<file path="src/rtl/neuron_pkg.sv">
`default_nettype none
// ============================================================================
//  Module      : neuron_pkg
//  Description : Shared types and constants for the sequential binary neuron.
//                Holds the controller state encoding and the chunk and
//                popcount widths used by the top level and popcount units.
//  Revision    : 1.0 - initial release
// ============================================================================
package neuron_pkg;

  // Bits in one input chunk, and bits needed to count 0..25.
  localparam int CHUNK_W = 25;
  localparam int PC_W    = 5;

  // Evaluation controller states.
  typedef enum logic [1:0] {
    ST_IDLE   = 2'd0,
    ST_ACCUM  = 2'd1,
    ST_DRAIN  = 2'd2,
    ST_RESULT = 2'd3
  } state_t;

endpackage : neuron_pkg
`default_nettype wire

</file>
<file path="src/rtl/popcount25_exact.sv">
`default_nettype none
// ============================================================================
//  Module      : popcount25_exact
//  Description : Exact combinational population count of a 25-bit vector.
//                Port shape is shared with the approximate popcount25
//                variants so one can be swapped for another.
//  Ports       : i_bits  [24:0]  input vector
//                o_count [4:0]   number of ones in i_bits (0..25)
//  Revision    : 1.0 - initial release
// ============================================================================
module popcount25_exact
  import neuron_pkg::*;
(
  input  logic [CHUNK_W-1:0] i_bits,
  output logic [PC_W-1:0]    o_count
);

  // Five 5-bit groups are counted first (0..5, 3 bits each); the group
  // counts are then summed. Keeps the adder chain short and balanced.
  logic [2:0] w_grp [5];

  always_comb begin
    for (int g = 0; g < 5; g++) begin
      w_grp[g] = 3'd0;
      for (int b = 0; b < 5; b++) begin
        w_grp[g] = w_grp[g] + 3'(i_bits[g*5 + b]);
      end
    end
  end

  always_comb begin
    o_count = '0;
    for (int g = 0; g < 5; g++) begin
      o_count = o_count + PC_W'(w_grp[g]);
    end
  end

endmodule : popcount25_exact
`default_nettype wire

</file>
<file path="src/rtl/popcount25_neuron_seq.sv">
`default_nettype none
// ============================================================================
//  Module      : popcount25_neuron_seq
//  Description : Sequential binary neuron. Accepts a stream of 25-bit chunks
//                of +1 / -1 match masks, accumulates
//                popcount(pos) - popcount(neg) over the evaluation in a
//                two-stage pipeline, and presents the signed sum, a fire
//                flag (sum >= threshold) and an overrun flag.
//  Config      : NEURON_SEQ_SATURATE_EN - when defined the accumulator
//                clamps to the signed ACC_W range on every add; otherwise it
//                wraps modulo 2^ACC_W.
//  Ports       : clk, rst_n            clock, synchronous active-low reset
//                in_valid/in_ready     chunk handshake
//                in_pos/in_neg [24:0]  +1 / -1 match masks of one chunk
//                in_last               final chunk of the evaluation
//                thr [ACC_W]           signed threshold (first chunk)
//                out_valid/out_ready   result handshake
//                out_acc [ACC_W]       signed sum
//                out_fire              out_acc >= threshold
//                out_err               evaluation ran out of chunk slots
//  Revision    : 1.0 - initial release
// ============================================================================
module popcount25_neuron_seq
  import neuron_pkg::*;
#(
  parameter int MAX_CHUNKS = 8,
  parameter int ACC_W      = 8
) (
  input  logic                    clk,
  input  logic                    rst_n,
  input  logic                    in_valid,
  output logic                    in_ready,
  input  logic [CHUNK_W-1:0]      in_pos,
  input  logic [CHUNK_W-1:0]      in_neg,
  input  logic                    in_last,
  input  logic signed [ACC_W-1:0] thr,
  output logic                    out_valid,
  input  logic                    out_ready,
  output logic signed [ACC_W-1:0] out_acc,
  output logic                    out_fire,
  output logic                    out_err
);

  localparam int CNT_W = $clog2(MAX_CHUNKS + 1);

  // --------------------------------------------------------------------------
  // State
  // --------------------------------------------------------------------------
  state_t                  r_state;
  logic                    r_in_ready;
  logic [CNT_W-1:0]        r_cnt;
  logic signed [ACC_W-1:0] r_acc;
  logic signed [ACC_W-1:0] r_thr;
  logic                    r_out_valid;
  logic                    r_out_fire;
  logic                    r_out_err;

  // Stage 1 pipeline register
  logic                    r_s1_valid;
  logic                    r_s1_last;
  logic                    r_s1_err;
  logic [PC_W-1:0]         r_pc_pos;
  logic [PC_W-1:0]         r_pc_neg;

  // --------------------------------------------------------------------------
  // Popcounts of the incoming chunk
  // --------------------------------------------------------------------------
  logic [PC_W-1:0] w_pc_pos;
  logic [PC_W-1:0] w_pc_neg;

  popcount25_exact u_pc_pos (
    .i_bits  (in_pos),
    .o_count (w_pc_pos)
  );

  popcount25_exact u_pc_neg (
    .i_bits  (in_neg),
    .o_count (w_pc_neg)
  );

  // --------------------------------------------------------------------------
  // Chunk acceptance and overrun detection
  // --------------------------------------------------------------------------
  logic             w_xfer;
  logic [CNT_W-1:0] w_cnt_nxt;
  logic             w_full;
  logic             w_eff_last;
  logic             w_overrun;

  // in_ready is a register, so the transfer condition never depends
  // combinationally on out_ready.
  assign w_xfer     = in_valid && r_in_ready;
  assign w_cnt_nxt  = (r_state == ST_IDLE) ? CNT_W'(1) : r_cnt + CNT_W'(1);
  assign w_full     = (w_cnt_nxt == CNT_W'(MAX_CHUNKS));
  // The chunk filling the last slot closes the evaluation even without
  // in_last; that case is flagged as an overrun.
  assign w_eff_last = in_last || w_full;
  assign w_overrun  = w_full && !in_last;

  // --------------------------------------------------------------------------
  // Stage 2 arithmetic
  // --------------------------------------------------------------------------
  logic [PC_W:0]           w_delta6;
  logic signed [ACC_W-1:0] w_delta;
  logic signed [ACC_W-1:0] w_acc_nxt;
  logic                    w_fire;

  // Difference of two 0..25 counts fits in a 6-bit signed value.
  assign w_delta6 = {1'b0, r_pc_pos} - {1'b0, r_pc_neg};
  assign w_delta  = ACC_W'($signed(w_delta6));

`ifdef NEURON_SEQ_SATURATE_EN
  // One extra bit catches overflow; a differing top pair means the true
  // sum left the ACC_W range and is clamped toward its sign.
  logic signed [ACC_W:0] w_sum;
  assign w_sum = {r_acc[ACC_W-1], r_acc} + {w_delta[ACC_W-1], w_delta};

  always_comb begin
    w_acc_nxt = w_sum[ACC_W-1:0];
    if (w_sum[ACC_W] != w_sum[ACC_W-1]) begin
      w_acc_nxt = w_sum[ACC_W] ? {1'b1, {(ACC_W-1){1'b0}}}
                               : {1'b0, {(ACC_W-1){1'b1}}};
    end
  end
`else
  assign w_acc_nxt = r_acc + w_delta;
`endif

  assign w_fire = (w_acc_nxt >= r_thr);

  // --------------------------------------------------------------------------
  // Controller, pipeline and registered outputs
  // --------------------------------------------------------------------------
  always_ff @(posedge clk) begin
    if (!rst_n) begin
      r_state     <= ST_IDLE;
      r_in_ready  <= 1'b0;
      r_cnt       <= '0;
      r_acc       <= '0;
      r_thr       <= '0;
      r_out_valid <= 1'b0;
      r_out_fire  <= 1'b0;
      r_out_err   <= 1'b0;
      r_s1_valid  <= 1'b0;
      r_s1_last   <= 1'b0;
      r_s1_err    <= 1'b0;
      r_pc_pos    <= '0;
      r_pc_neg    <= '0;
    end else begin
      // Stage 1 captures every accepted chunk.
      r_s1_valid <= w_xfer;
      if (w_xfer) begin
        r_pc_pos  <= w_pc_pos;
        r_pc_neg  <= w_pc_neg;
        r_s1_last <= w_eff_last;
        r_s1_err  <= w_overrun;
      end

      // Stage 2 folds the previous chunk into the accumulator. In IDLE no
      // chunk is in flight, so clearing and adding never collide.
      if (r_s1_valid) begin
        r_acc <= w_acc_nxt;
      end

      case (r_state)
        ST_IDLE: begin
          r_in_ready <= 1'b1;
          if (w_xfer) begin
            r_acc <= '0;
            r_thr <= thr;
            r_cnt <= w_cnt_nxt;
            if (w_eff_last) begin
              r_state    <= ST_DRAIN;
              r_in_ready <= 1'b0;
            end else begin
              r_state <= ST_ACCUM;
            end
          end
        end

        ST_ACCUM: begin
          if (w_xfer) begin
            r_cnt <= w_cnt_nxt;
            if (w_eff_last) begin
              r_state    <= ST_DRAIN;
              r_in_ready <= 1'b0;
            end
          end
        end

        ST_DRAIN: begin
          // The closing chunk sits in stage 1 for exactly this cycle.
          if (r_s1_valid && r_s1_last) begin
            r_state     <= ST_RESULT;
            r_out_valid <= 1'b1;
            r_out_fire  <= w_fire;
            r_out_err   <= r_s1_err;
          end
        end

        ST_RESULT: begin
          if (out_ready) begin
            r_state     <= ST_IDLE;
            r_out_valid <= 1'b0;
            r_in_ready  <= 1'b1;
          end
        end

        default: begin
          r_state    <= ST_IDLE;
          r_in_ready <= 1'b0;
        end
      endcase
    end
  end

  assign in_ready  = r_in_ready;
  assign out_valid = r_out_valid;
  assign out_acc   = r_acc;
  assign out_fire  = r_out_fire;
  assign out_err   = r_out_err;

endmodule : popcount25_neuron_seq
`default_nettype wire

</file>
<file path="config.mk">
export PLATFORM = sky130hd
export DESIGN_NAME = popcount25_neuron_seq
export DESIGN_NICKNAME = d
export VERILOG_FILES = /design/src/rtl/neuron_pkg.sv /design/src/rtl/popcount25_exact.sv /design/src/rtl/popcount25_neuron_seq.sv
export SDC_FILE = /design/constraint.sdc
export NUM_CORES = 1
export LEC_CHECK = 0
export ABC_AREA = 1
export CAP_MARGIN = 10
export CORE_MARGIN = 2
export CORE_UTILIZATION = 55
export DETAILED_ROUTE_END_ITERATION = 7
export PLACE_DENSITY = 0.92
export SYNTH_ARGS = -nofsm -noshare
export SYNTH_HDL_FRONTEND = slang
export SYNTH_HIERARCHICAL = 1
export SYNTH_SLANG_ARGS = --single-unit
</file>
<file path="constraint.sdc">
create_clock -name clk -period 9.39 [get_ports clk]
set_clock_uncertainty 0.05 [all_clocks]
set_input_delay 2.817 -clock clk [delete_from_list [all_inputs] [get_ports clk]]
set_output_delay 2.817 -clock clk [all_outputs]
set_load 0.02 [all_outputs]
</file>
==> key figures <==
Outcome
  – Status: finished clean

Cells and area
  – Layout overhead on the synthesized area: 25.19%
  – Layout cells sized above 1: 0.03797
  – Most frequent cells in the layout: inv_1 (135), clkdlybuf4s50_1 (74), nand2_1 (64)
  – Fillers: between 400 and 500
  – Fin nets: between 600 and 700
  – Commonest non-fill, non-tap cell in the layout: inv_1
  – Ant. Diodes: 0

Synthesis
  – Synth Register Bits: 39
  – Mapped Area: about 3600 um^2
  – Gate Count Post-Synth: roughly 480
  – Synth cell types: 30
  – Ranking of synthesized cells by area: dfxtp_1 (22%), fa_1 (21%), inv_1 (14%)
  – Ys async rst share: 0
  – Syn Nets: roughly 600
  – Syn Area/Cell: between 7 and 8 um^2
  – Synth top area share: 0.2156
  – Number of synthesized flops with an enable pin: 0
  – Register area share after synthesis: 0.2156
  – Synth area leader: dfxtp_1
  – Synth warn: 6
  – Main synth FF type: dfxtp_1

Die
  – FP Rows: 29
  – Boundary Pins: between 70 and 80
  – Starting density of the core: 0.5702
  – Core ar.: between 6000 and 7000 um^2
  – Die ar.: around 7200 um^2
  – DIE HEIGHT: around 85 um
  – Die width: 85.14 um

Critical path
  – Most used cell, CP: fa_1
  – Worst r2r path cells: 20
  – Crit Reg-Reg Endpoint: out_fire
  – Crit-path cells: clkdlybuf4s50_1 > inv_1 > fa_1 > fa_1 > fa_1 > fa_1 > fa_1 > fa_1 > fa_1 > o21ai_0 > o21ai_0 > nor2_1
  – Worst EP arrival: 7.14 ns
  – Crit Path Category: in2reg
  – Crit path launch: in_pos[0]
  – CP max stage cell: fa_1
  – Setup slack, reg-to-reg: between 5 and 6 ns
  – Setup crit start kind: input pin
  – Critical path required time: approximately 9.6 ns
  – Delay of the slowest critical-path stage: between 0.5 and 0.6 ns
  – Reg-to-Reg Start: r_pc_pos[0]
  – Worst setup path end: r_pc_pos[4]
  – Setup crit end kind: flip-flop
  – Crit path max fanout: 2

Timing
  – Final Hold Fails: 0
  – RSZ-0062 raised after global routing: false
  – Rel. slew slack: 0.5260
  – Sum Neg Setup Slack: 0 ns
  – Crit share post-route: 0.7412
  – Worst-Margin Slew: around 0.7 ns
  – Fmax: about 140 MHz
  – Post-route minimum period: between 6 and 7 ns
  – Slew Viols, Final: 0
  – Setup violators final: 0

Global routing
  – GR Util met3: 0.03794
  – Number of global-route vias before repair: approximately 3300
  – GR Util met2: 0.4332
  – Initial antenna violation count: 0
  – First-pass GRT wire length: around 13000 um
  – Met1 usage: 0.2219
  – GRT Util Overall: 0.2182
  – Top Usage Layer GRT: met2
  – Total grt overflow: 0
  – Largest net degree at the start of global routing: 23

Drt
  – Post-route DRC: 0
  – Post-Route WL: 7457 um
  – Pre-Repair DR Iteration Count: 4
  – Vias per std cell: about 5
  – Via Count: ~3200
  – Initial detailed-routing violation count: roughly 120
  – Average wire per standard cell: ~12 um
  – Antenna-violating nets left: 0

Power
  – Worst VDD drop: ~210 uV
  – Pleak: about 2.3 nW
  – Gate power share: 0.742
  – P_int: between 0.0007 and 0.0008 W
  – Switch share: 0.4917
  – Final Total Pwr: approximately 0.0014 W
  – Share of power burned in the clock network: 0.098
  – Pwr dens: 312.0 nW/um^2
  – P_sw: 0.0006954 W
  – Seq pwr share: 0.160

Place
  – Port bufs: 74
  – Post-DP HPWL: between 6000 and 7000 um
  – Gpl congestion: ~0.86

Run
  – MaxCap Viol Count: 0

Worst hold path
  – Hold Path Class: reg2reg

Clock network
  – Clock buffer count from CTS: 5
  – Root buf cell: clkbuf_8
  – Reg clk slew, reported paths: about 0.07 ns
  – TritonCTS clock tree: done
  – Max Root-Sink Buffers: 2
  – Post-CTS Setup Bufs: 0
  – H-tree Lvls: 2
  – CTS sink count: 39
  – Cts repair resizes: 0
  – Hold buffer count at cts: 0
  – Latest clock arrival within the worst-skew pair: ~0.29 ns
==> power by group through the flow <==
stage                     clock network (W)  registers [W]  logic (W)
after detailed placement                  0       0.000230    0.00104
after global placement                    0       0.000228   0.000969
after global routing               0.000147       0.000231    0.00121
after CTS                          0.000142       0.000227    0.00105
after floorplan                           0       0.000231   0.000803
final                              0.000138       0.000227    0.00105
==> cell type report <==
cell class	count	area [um^2]	share of cell area
multi-input combinational	295	2291	0.5054
tap	77	96.34	0.02125
clock buffer	5	68.82	0.01518
inverter	138	518.0	0.1143
clock inverter	2	37.54	0.008280
sequential	39	780.7	0.1722
timing repair buffer	74	740.7	0.1634
==> flip-flops by register name, indices dropped and copies added, names as in the netlist <==
name        cells
out_err         1
out_fire        1
r_pc_pos        5
out_acc         8
r_cnt           4
r_state         2
r_thr           8
r_pc_neg        5
out_valid       1
in_ready        1
r_s1_last       1
r_s1_valid      1
r_s1_err        1
==> logic make-up after synthesis <==
logic type	synth area share
buffers and inverters	0.1517
AND/OR/NAND/NOR	0.1666
AO/OA/AOI/OAI	0.1109
adder cells (fa/ha/maj)	0.3310
flip-flops	0.2156
XOR/XNOR	0.02419
==> worst min path at each step <==
stage	end	startpoint	depth (start not counted)	slack, ns
final	r_pc_neg[4]	r_pc_neg[4]	2	0.42
after global routing	r_thr[5]	r_thr[5]	2	0.44
after CTS	out_err	r_s1_err	2	0.42
after detailed placement	r_pc_pos[0]	r_pc_pos[0]	2	0.41
after global placement	r_pc_neg[3]	r_pc_neg[3]	2	0.40
after floorplan	r_pc_neg[2]	r_pc_neg[2]	2	0.38
==> through the flow <==
step           hold slack (ns)  instance area [um^2]  setup slack [ns]  instances    util
6_report                0.4188                  4533             2.430        630  0.7139
5_1_grt                 0.4423                  4533             2.272        630  0.7139
4_1_cts                 0.4194                  4533             2.446        630  0.7139
3_5_place_dp            0.4066                  4427             2.134        623  0.6971
3_3_place_gp            0.3977                  4427             2.288        623  0.6971
2_1_floorplan           0.3831                  3621             2.814        479       -
==> cell usage after synthesis, types with 2 or more instances <==
cell type / number
nor2_1: 32
nand4_1: 4
nor2_2: 3
xnor2_1: 4
dfxtp_1: 39
nor3_1: 2
o21ai_1: 2
inv_2: 3
a211oi_1: 3
nand2_2: 5
clkbuf_1: 4
o21a_1: 3
nand3_1: 21
nand3b_1: 2
a21oi_1: 39
fa_1: 38
nand2_1: 64
xor2_1: 6
a31oi_1: 2
o21ai_0: 25
ha_1: 35
inv_1: 135
==> per-layer routing <==
metal,routed length [um],vias up
li1,-,1601
met1,2832,1481
met2,4057,104
met3,414,13
met4,153,0
met5,0,-
==> critical path: cells and delay by family <==
family	cells	cell delay, ns
buffers and inverters	2	0.50
AOI/OAI and AO/OA	2	0.30
and+or+nand+nor	1	0.12
adders and majority gates	7	3.39
No activity file was read; power rests on OpenSTA's default activity.
